<file path="src/rtl/key_cond_pkg.sv">
// Shared definitions for the key conditioner: FSM state encoding and default sizing.
package key_cond_pkg;

    typedef enum logic [1:0] {
        IDLE_LO = 2'b00,
        WAIT_HI = 2'b01,
        IDLE_HI = 2'b10,
        WAIT_LO = 2'b11
    } key_state_t;

    localparam int DEF_STABLE_CYCLES = 500000;
    localparam int DEF_CNT_W         = 8;

endpackage

</file>
<file path="src/rtl/sync_2ff.sv">
// Generic 1-bit two-flop synchronizer for bringing an asynchronous level into the clk domain.
module sync_2ff (
    input  logic clk,
    input  logic reset,
    input  logic i_d,
    output logic o_q
);

    logic r_meta;
    logic r_sync;

    always_ff @(posedge clk or posedge reset) begin
        if (reset) begin
            r_meta <= 1'b0;
            r_sync <= 1'b0;
        end else begin
            r_meta <= i_d;
            r_sync <= r_meta;
        end
    end

    assign o_q = r_sync;

endmodule

</file>
<file path="src/rtl/key_conditioner.sv">
// Debounces a raw key level: synchronizes it, requires STABLE_CYCLES of a steady new level,
// then reports the registered level, edge pulses and a wrapping press count.
module key_conditioner
    import key_cond_pkg::*;
#(
    parameter int STABLE_CYCLES = DEF_STABLE_CYCLES,
    parameter int CNT_W         = DEF_CNT_W
) (
    input  logic             clk,
    input  logic             reset,
    input  logic             key_i,
    output logic             key_o,
    output logic             key_rise,
    output logic             key_fall,
    output logic [CNT_W-1:0] press_cnt,
    output logic [1:0]       o_dbg_state
);

    localparam int             CW      = (STABLE_CYCLES > 1) ? $clog2(STABLE_CYCLES) : 1;
    localparam logic [CW-1:0]  CNT_MAX = CW'(STABLE_CYCLES - 1);

    logic             w_k_s;
    key_state_t       r_state;
    key_state_t       w_next_state;
    logic [CW-1:0]    r_cnt;
    logic [CW-1:0]    w_next_cnt;
    logic             w_rise;
    logic             w_fall;
    logic             r_key_o;
    logic             r_key_rise;
    logic             r_key_fall;
    logic [CNT_W-1:0] r_press_cnt;

    sync_2ff u_sync (
        .clk   (clk),
        .reset (reset),
        .i_d   (key_i),
        .o_q   (w_k_s)
    );

    // cnt only advances inside a WAIT state; every other path leaves it at 0.
    always_comb begin
        w_next_state = r_state;
        w_next_cnt   = '0;
        w_rise       = 1'b0;
        w_fall       = 1'b0;
        case (r_state)
            IDLE_LO: if (w_k_s) w_next_state = WAIT_HI;
            WAIT_HI: begin
                if (!w_k_s) begin
                    w_next_state = IDLE_LO;
                end else if (r_cnt == CNT_MAX) begin
                    w_next_state = IDLE_HI;
                    w_rise       = 1'b1;
                end else begin
                    w_next_cnt = r_cnt + CW'(1);
                end
            end
            IDLE_HI: if (!w_k_s) w_next_state = WAIT_LO;
            WAIT_LO: begin
                if (w_k_s) begin
                    w_next_state = IDLE_HI;
                end else if (r_cnt == CNT_MAX) begin
                    w_next_state = IDLE_LO;
                    w_fall       = 1'b1;
                end else begin
                    w_next_cnt = r_cnt + CW'(1);
                end
            end
            default: w_next_state = IDLE_LO;
        endcase
    end

    // key_o has its own flop so it can safely drive a downstream clock or reset pin.
    always_ff @(posedge clk or posedge reset) begin
        if (reset) begin
            r_state     <= IDLE_LO;
            r_cnt       <= '0;
            r_key_o     <= 1'b0;
            r_key_rise  <= 1'b0;
            r_key_fall  <= 1'b0;
            r_press_cnt <= '0;
        end else begin
            r_state    <= w_next_state;
            r_cnt      <= w_next_cnt;
            r_key_o    <= (w_next_state == IDLE_HI) || (w_next_state == WAIT_LO);
            r_key_rise <= w_rise;
            r_key_fall <= w_fall;
            if (w_rise) r_press_cnt <= r_press_cnt + CNT_W'(1);
        end
    end

    assign key_o       = r_key_o;
    assign key_rise    = r_key_rise;
    assign key_fall    = r_key_fall;
    assign press_cnt   = r_press_cnt;
    assign o_dbg_state = r_state;

endmodule

</file>
<file path="config.mk">
export PLATFORM = sky130hd
export DESIGN_NAME = key_conditioner
export DESIGN_NICKNAME = d
export VERILOG_FILES = /design/src/rtl/key_cond_pkg.sv /design/src/rtl/sync_2ff.sv /design/src/rtl/key_conditioner.sv
export SDC_FILE = /design/constraint.sdc
export NUM_CORES = 1
export LEC_CHECK = 0
export BUFFER_PORTS_ARGS = -buffer_cell sky130_fd_sc_hd__buf_4
export CORE_MARGIN = 1
export CORE_UTILIZATION = 40
export DETAILED_ROUTE_END_ITERATION = 12
export GPL_TIMING_DRIVEN = 0
export HOLD_SLACK_MARGIN = 0.06
export PLACE_DENSITY_LB_ADDON = 0.05
export SETUP_SLACK_MARGIN = 0.5
export SLEW_MARGIN = 20
export SYNTH_ARGS = -nofsm -noshare
export SYNTH_HDL_FRONTEND = slang
export SYNTH_SLANG_ARGS = --single-unit
</file>
<file path="constraint.sdc">
create_clock -name clk -period 2.01 [get_ports clk]
set_input_delay 0.201 -clock clk [delete_from_list [all_inputs] [get_ports clk]]
set_output_delay 0.201 -clock clk [all_outputs]
set_load 0.01 [all_outputs]
</file>
==> summary.md <==
| Metric | Value |
|---|---|
| Crit share post-route | `98.8%` |
| Growth of design area from synthesis to finish | `44.2%` |
| Clock Power Share | `40.2%` |
| Worst rel slew slack | `52.5%` |
| Setup repair after global routing missed its margin | `yes` |
| Top library cells by usage in the layout, fill and taps aside | `37 x buf_4, 33 x dfrtp_1, 18 x xor2_1, 11 x nor2_2` |
| # clock sinks | `34` |
| Unique cell type count in the Yosys netlist | `33` |
| Pin count of the biggest net entering global routing | `35` |
| Worst-case reg-to-reg path depth | `7` |
| Internal power contribution | `0.000996 W` |
| Number of max-capacitance violations reported | `0` |
| Root buffer cell | `clkbuf_8` |
| Leakage power | `1.12 nW` |
| Global-route wire length before repair | `6090 um` |
| Cell count of the worst hold path | `0` |
| Placed Instances | `212` |
| Area share of the largest cell type after synthesis | `52.1%` |
| Most common cell after layout, fill and taps aside | `buf_4` |
| Final total power | `0.00127 W` |
| Gate Count Post-Synth | `149` |
| Effective utilization at floorplan | `43.0%` |
| Number of hold violations in the final report | `0` |
| Via count of the first global-routing pass | `1,314` |
| Port Buffers | `15` |
| Fraction of layout instances using a drive strength above 1 | `46.5%` |
| Worst Path Buf+Inv | `2` |
| Arrival time of the worst setup path | `2.15 ns` |
| Highest clock frequency the design can meet | `504 MHz` |
| Number of setup violations in the final report | `0` |
| # H-tree levels | `2` |
| Top layer reached by signal wires | `met4` |
| Final cell count without fillers | `250` |
| Category of the most critical setup path | `flop to flop` |
| TritonCTS clock tree | `yes` |
| Pre-Repair DR Iteration Count | `4` |
| Initial drt markers | `50` |
| Post-synthesis cell area | `1630 um^2` |
| Top area cells in the synthesized netlist | `dfrtp_1 52%, xor2_1 10%, nor2_1 3.5%` |
| Combinational fraction of design power | `5.1%` |
| Die area | `4340 um^2` |
| Setup crit end kind | `flop` |
| Utilization after layout | `61.9%` |
| Power share of the sequential group | `54.7%` |
| WL final | `3670 um` |
| Slew at the pin with the worst max-slew slack | `0.711 ns` |
| Number of antenna violations at the first check in global routing | `0` |
| Power Density | `540 nW/um^2` |
| Number of cells on the critical path | `7` |
| Post-synthesis net count | `154` |
| Share of total power consumed by net switching | `21.6%` |
| Worst slack on hold paths | `0.366 ns` |
| Minimum clock period after layout | `1.99 ns` |
| Core footprint | `3800 um^2` |
| Slowest-stage cell, CP | `or4b_4` |
| Die width | `65.9 um` |
| Count of synthesis-stage warnings from yosys | `0` |
| Largest incremental delay on the critical path | `0.46 ns` |
| Num CTS Buffers | `5` |
| Data required time of the critical path | `2.18 ns` |
| Worst IR Drop VDD | `0.000355 V` |
| Total DRC errors in the routed layout | `0` |
| Total number of vias | `1,318` |
| Largest area contributor in the synthesized netlist | `dfrtp_1` |
| Final slew viol count | `0` |
| Finished layout cell area | `2350 um^2` |
| Largest delay share family, worst path | `simple AND/OR/NAND/NOR gates` |
| Routability-driven placement congestion ratio | `0.787` |
| Class of the tightest hold or removal check | `flop to flop` |
| Routed len/inst | `14.7 um` |
| Final global-route overflow total | `0` |
| Count of antenna-violating nets left after detailed routing | `0` |
| Sequence of cells on the critical path | `ha_2 > and4_1 > buf_6 > or4b_4 > buf_8 > nor2_4 > mux2_4` |
| Status | `finished clean` |
| Vias per cell | `5.27` |
| Global Route Usage Sum | `18.9%` |
| Detail Placement HPWL | `2150 um` |
| Layout Nets | `206` |
| Net Sw Power | `0.000274 W` |
| Total of flip-flops plus latches after synthesis | `34` |
| Source-to-sink clock delay at the later pin of the worst-skew pair | `0.28 ns` |
| Met2 wire length | `1830 um` |
| Largest fanout of any net on the critical path | `7` |
| CP Launch Type | `flop` |
| Avg Inst Size Synth | `11.0 um^2` |
| Clk pin slew, worst setup/hold paths | `0.07 ns` |
| Layout fillers | `314` |
| Total length of routed met3 wires | `116 um` |
| Diode insertion count for antenna repair | `0` |
| Share of synthesized area occupied by flip-flops and latches | `52.1%` |
| Chip height | `65.9 um` |
| Worst clock skew | `0.00565 ns` |
| Detailed-routing wirelength on met1 | `1670 um` |
| Area after DPL | `1860 um^2` |
| Number of placed I/O pins | `16` |
| Bufs on Longest Clock Path | `2` |
| Floorplan row count | `22` |
==> state kept, by name (all words and copies together), names as in the netlist <==
register	cells
u_sync.o_q	1
u_sync.r_meta	1
key_rise	1
r_cnt	19
press_cnt	8
o_dbg_state	2
key_o	1
key_fall	1
==> synthesized netlist by cell type <==
library cell  instances
nor4_1                1
o31ai_1               3
dfrtp_1              34
nor2_2                1
nand3_1              11
a21o_1                1
a21oi_1               5
buf_2                 3
nor4_2                1
and4_1                5
or4b_1                1
ha_1                  2
nor4_4                1
xor2_1               19
buf_6                 1
nand4_1               7
or3_1                 2
buf_4                 1
mux2_1                1
o21ai_0               2
nor2_1               15
mux2_2                2
and4b_1               1
nor3_2                5
and2_1                2
nor4b_1               1
or4_1                 4
nor3b_1               1
nor2b_1               1
and3_1                1
nand2_1               9
xnor2_1               1
inv_1                 4
==> worst paths after layout <==
check | from | endpoint | slack, ns
max | r_cnt[0] | press_cnt[1] | 0.02
min reg2reg | u_sync.r_meta | u_sync.o_q | 0.37
max in group asynchronous | reset | r_cnt[5] | 0.92
min | u_sync.r_meta | u_sync.o_q | 0.37
max reg2reg | r_cnt[0] | press_cnt[1] | 0.02
min in group asynchronous | reset | u_sync.o_q | 0.59
==> metrics by stage <==
stage               setup TNS, ns  worst slack (ns)
floorplan                       0            0.0215
global placement          -0.0546           -0.0546
detailed placement        -0.0766           -0.0766
CTS                             0            0.0570
global route               -0.306           -0.0733
finish                          0            0.0249
==> worst register-to-register path: stages (launching register included) <==
cell and delay [ns]:
dfrtp_1 0.36, ha_2 0.19, and4_1 0.21, buf_6 0.10, or4b_4 0.46, buf_8 0.16, nor2_4 0.11, mux2_4 0.30
==> what timing repair did <==
| action | CTS | global route |
|---|---|---|
| hold endpoints to repair | 2 | 0 |
| cloned | 1 | 0 |
| pin swaps | 10 | 6 |
| setup endpoints to repair | 32 | 32 |
| resized for setup | 20 | 16 |
| hold buffers | 2 | 0 |
| buffers inserted | 20 | 7 |
==> cell type report <==
class / count / area, um^2 / area share (%)
sequential: 34 / 852 / 36.2
tap: 48 / 60.1 / 2.55
clock buffer: 7 / 86.3 / 3.67
multi-input combinational: 106 / 880 / 37.4
buffer: 5 / 62.6 / 2.66
inverter: 4 / 15.0 / 0.638
clock inverter: 1 / 5.00 / 0.213
timing repair buffer: 45 / 392 / 16.6
==> power by group through the flow <==
| stage | Clock, W | Combinational (W) | Sequential [W] |
|---|---|---|---|
| 4_1_cts | 0.000525 | 0.0000528 | 0.000694 |
| 5_1_grt | 0.000568 | 0.0000713 | 0.000694 |
| 6_report | 0.000511 | 0.0000647 | 0.000694 |
| 2_1_floorplan | 0 | 0.0000250 | 0.000706 |
| 3_3_place_gp | 0 | 0.0000371 | 0.000707 |
| 3_5_place_dp | 0 | 0.0000377 | 0.000707 |
==> routing by layer <==
metal / up-vias / GRT usage, %
met5: - / 0
li1: 634 / -
met3: 7 / 4.14
met4: 0 / 8.15
met2: 20 / 30.2
met1: 657 / 24.4
==> logic make-up (layout without fill, tap and decap cells) <==
| logic type | count (synthesis) | count (layout) | synth area share, % |
|---|---|---|---|
| muxes | 3 | 3 | 2.07 |
| AOI/OAI and AO/OA | 11 | 11 | 3.99 |
| buffers and inverters | 9 | 62 | 2.99 |
| xor gates and xnor gates | 20 | 20 | 10.7 |
| adders and majority gates | 2 | 2 | 1.53 |
| and+or+nand+nor | 70 | 70 | 26.5 |
| DFF | 34 | 34 | 52.1 |
(Power assumes the default switching activity.)
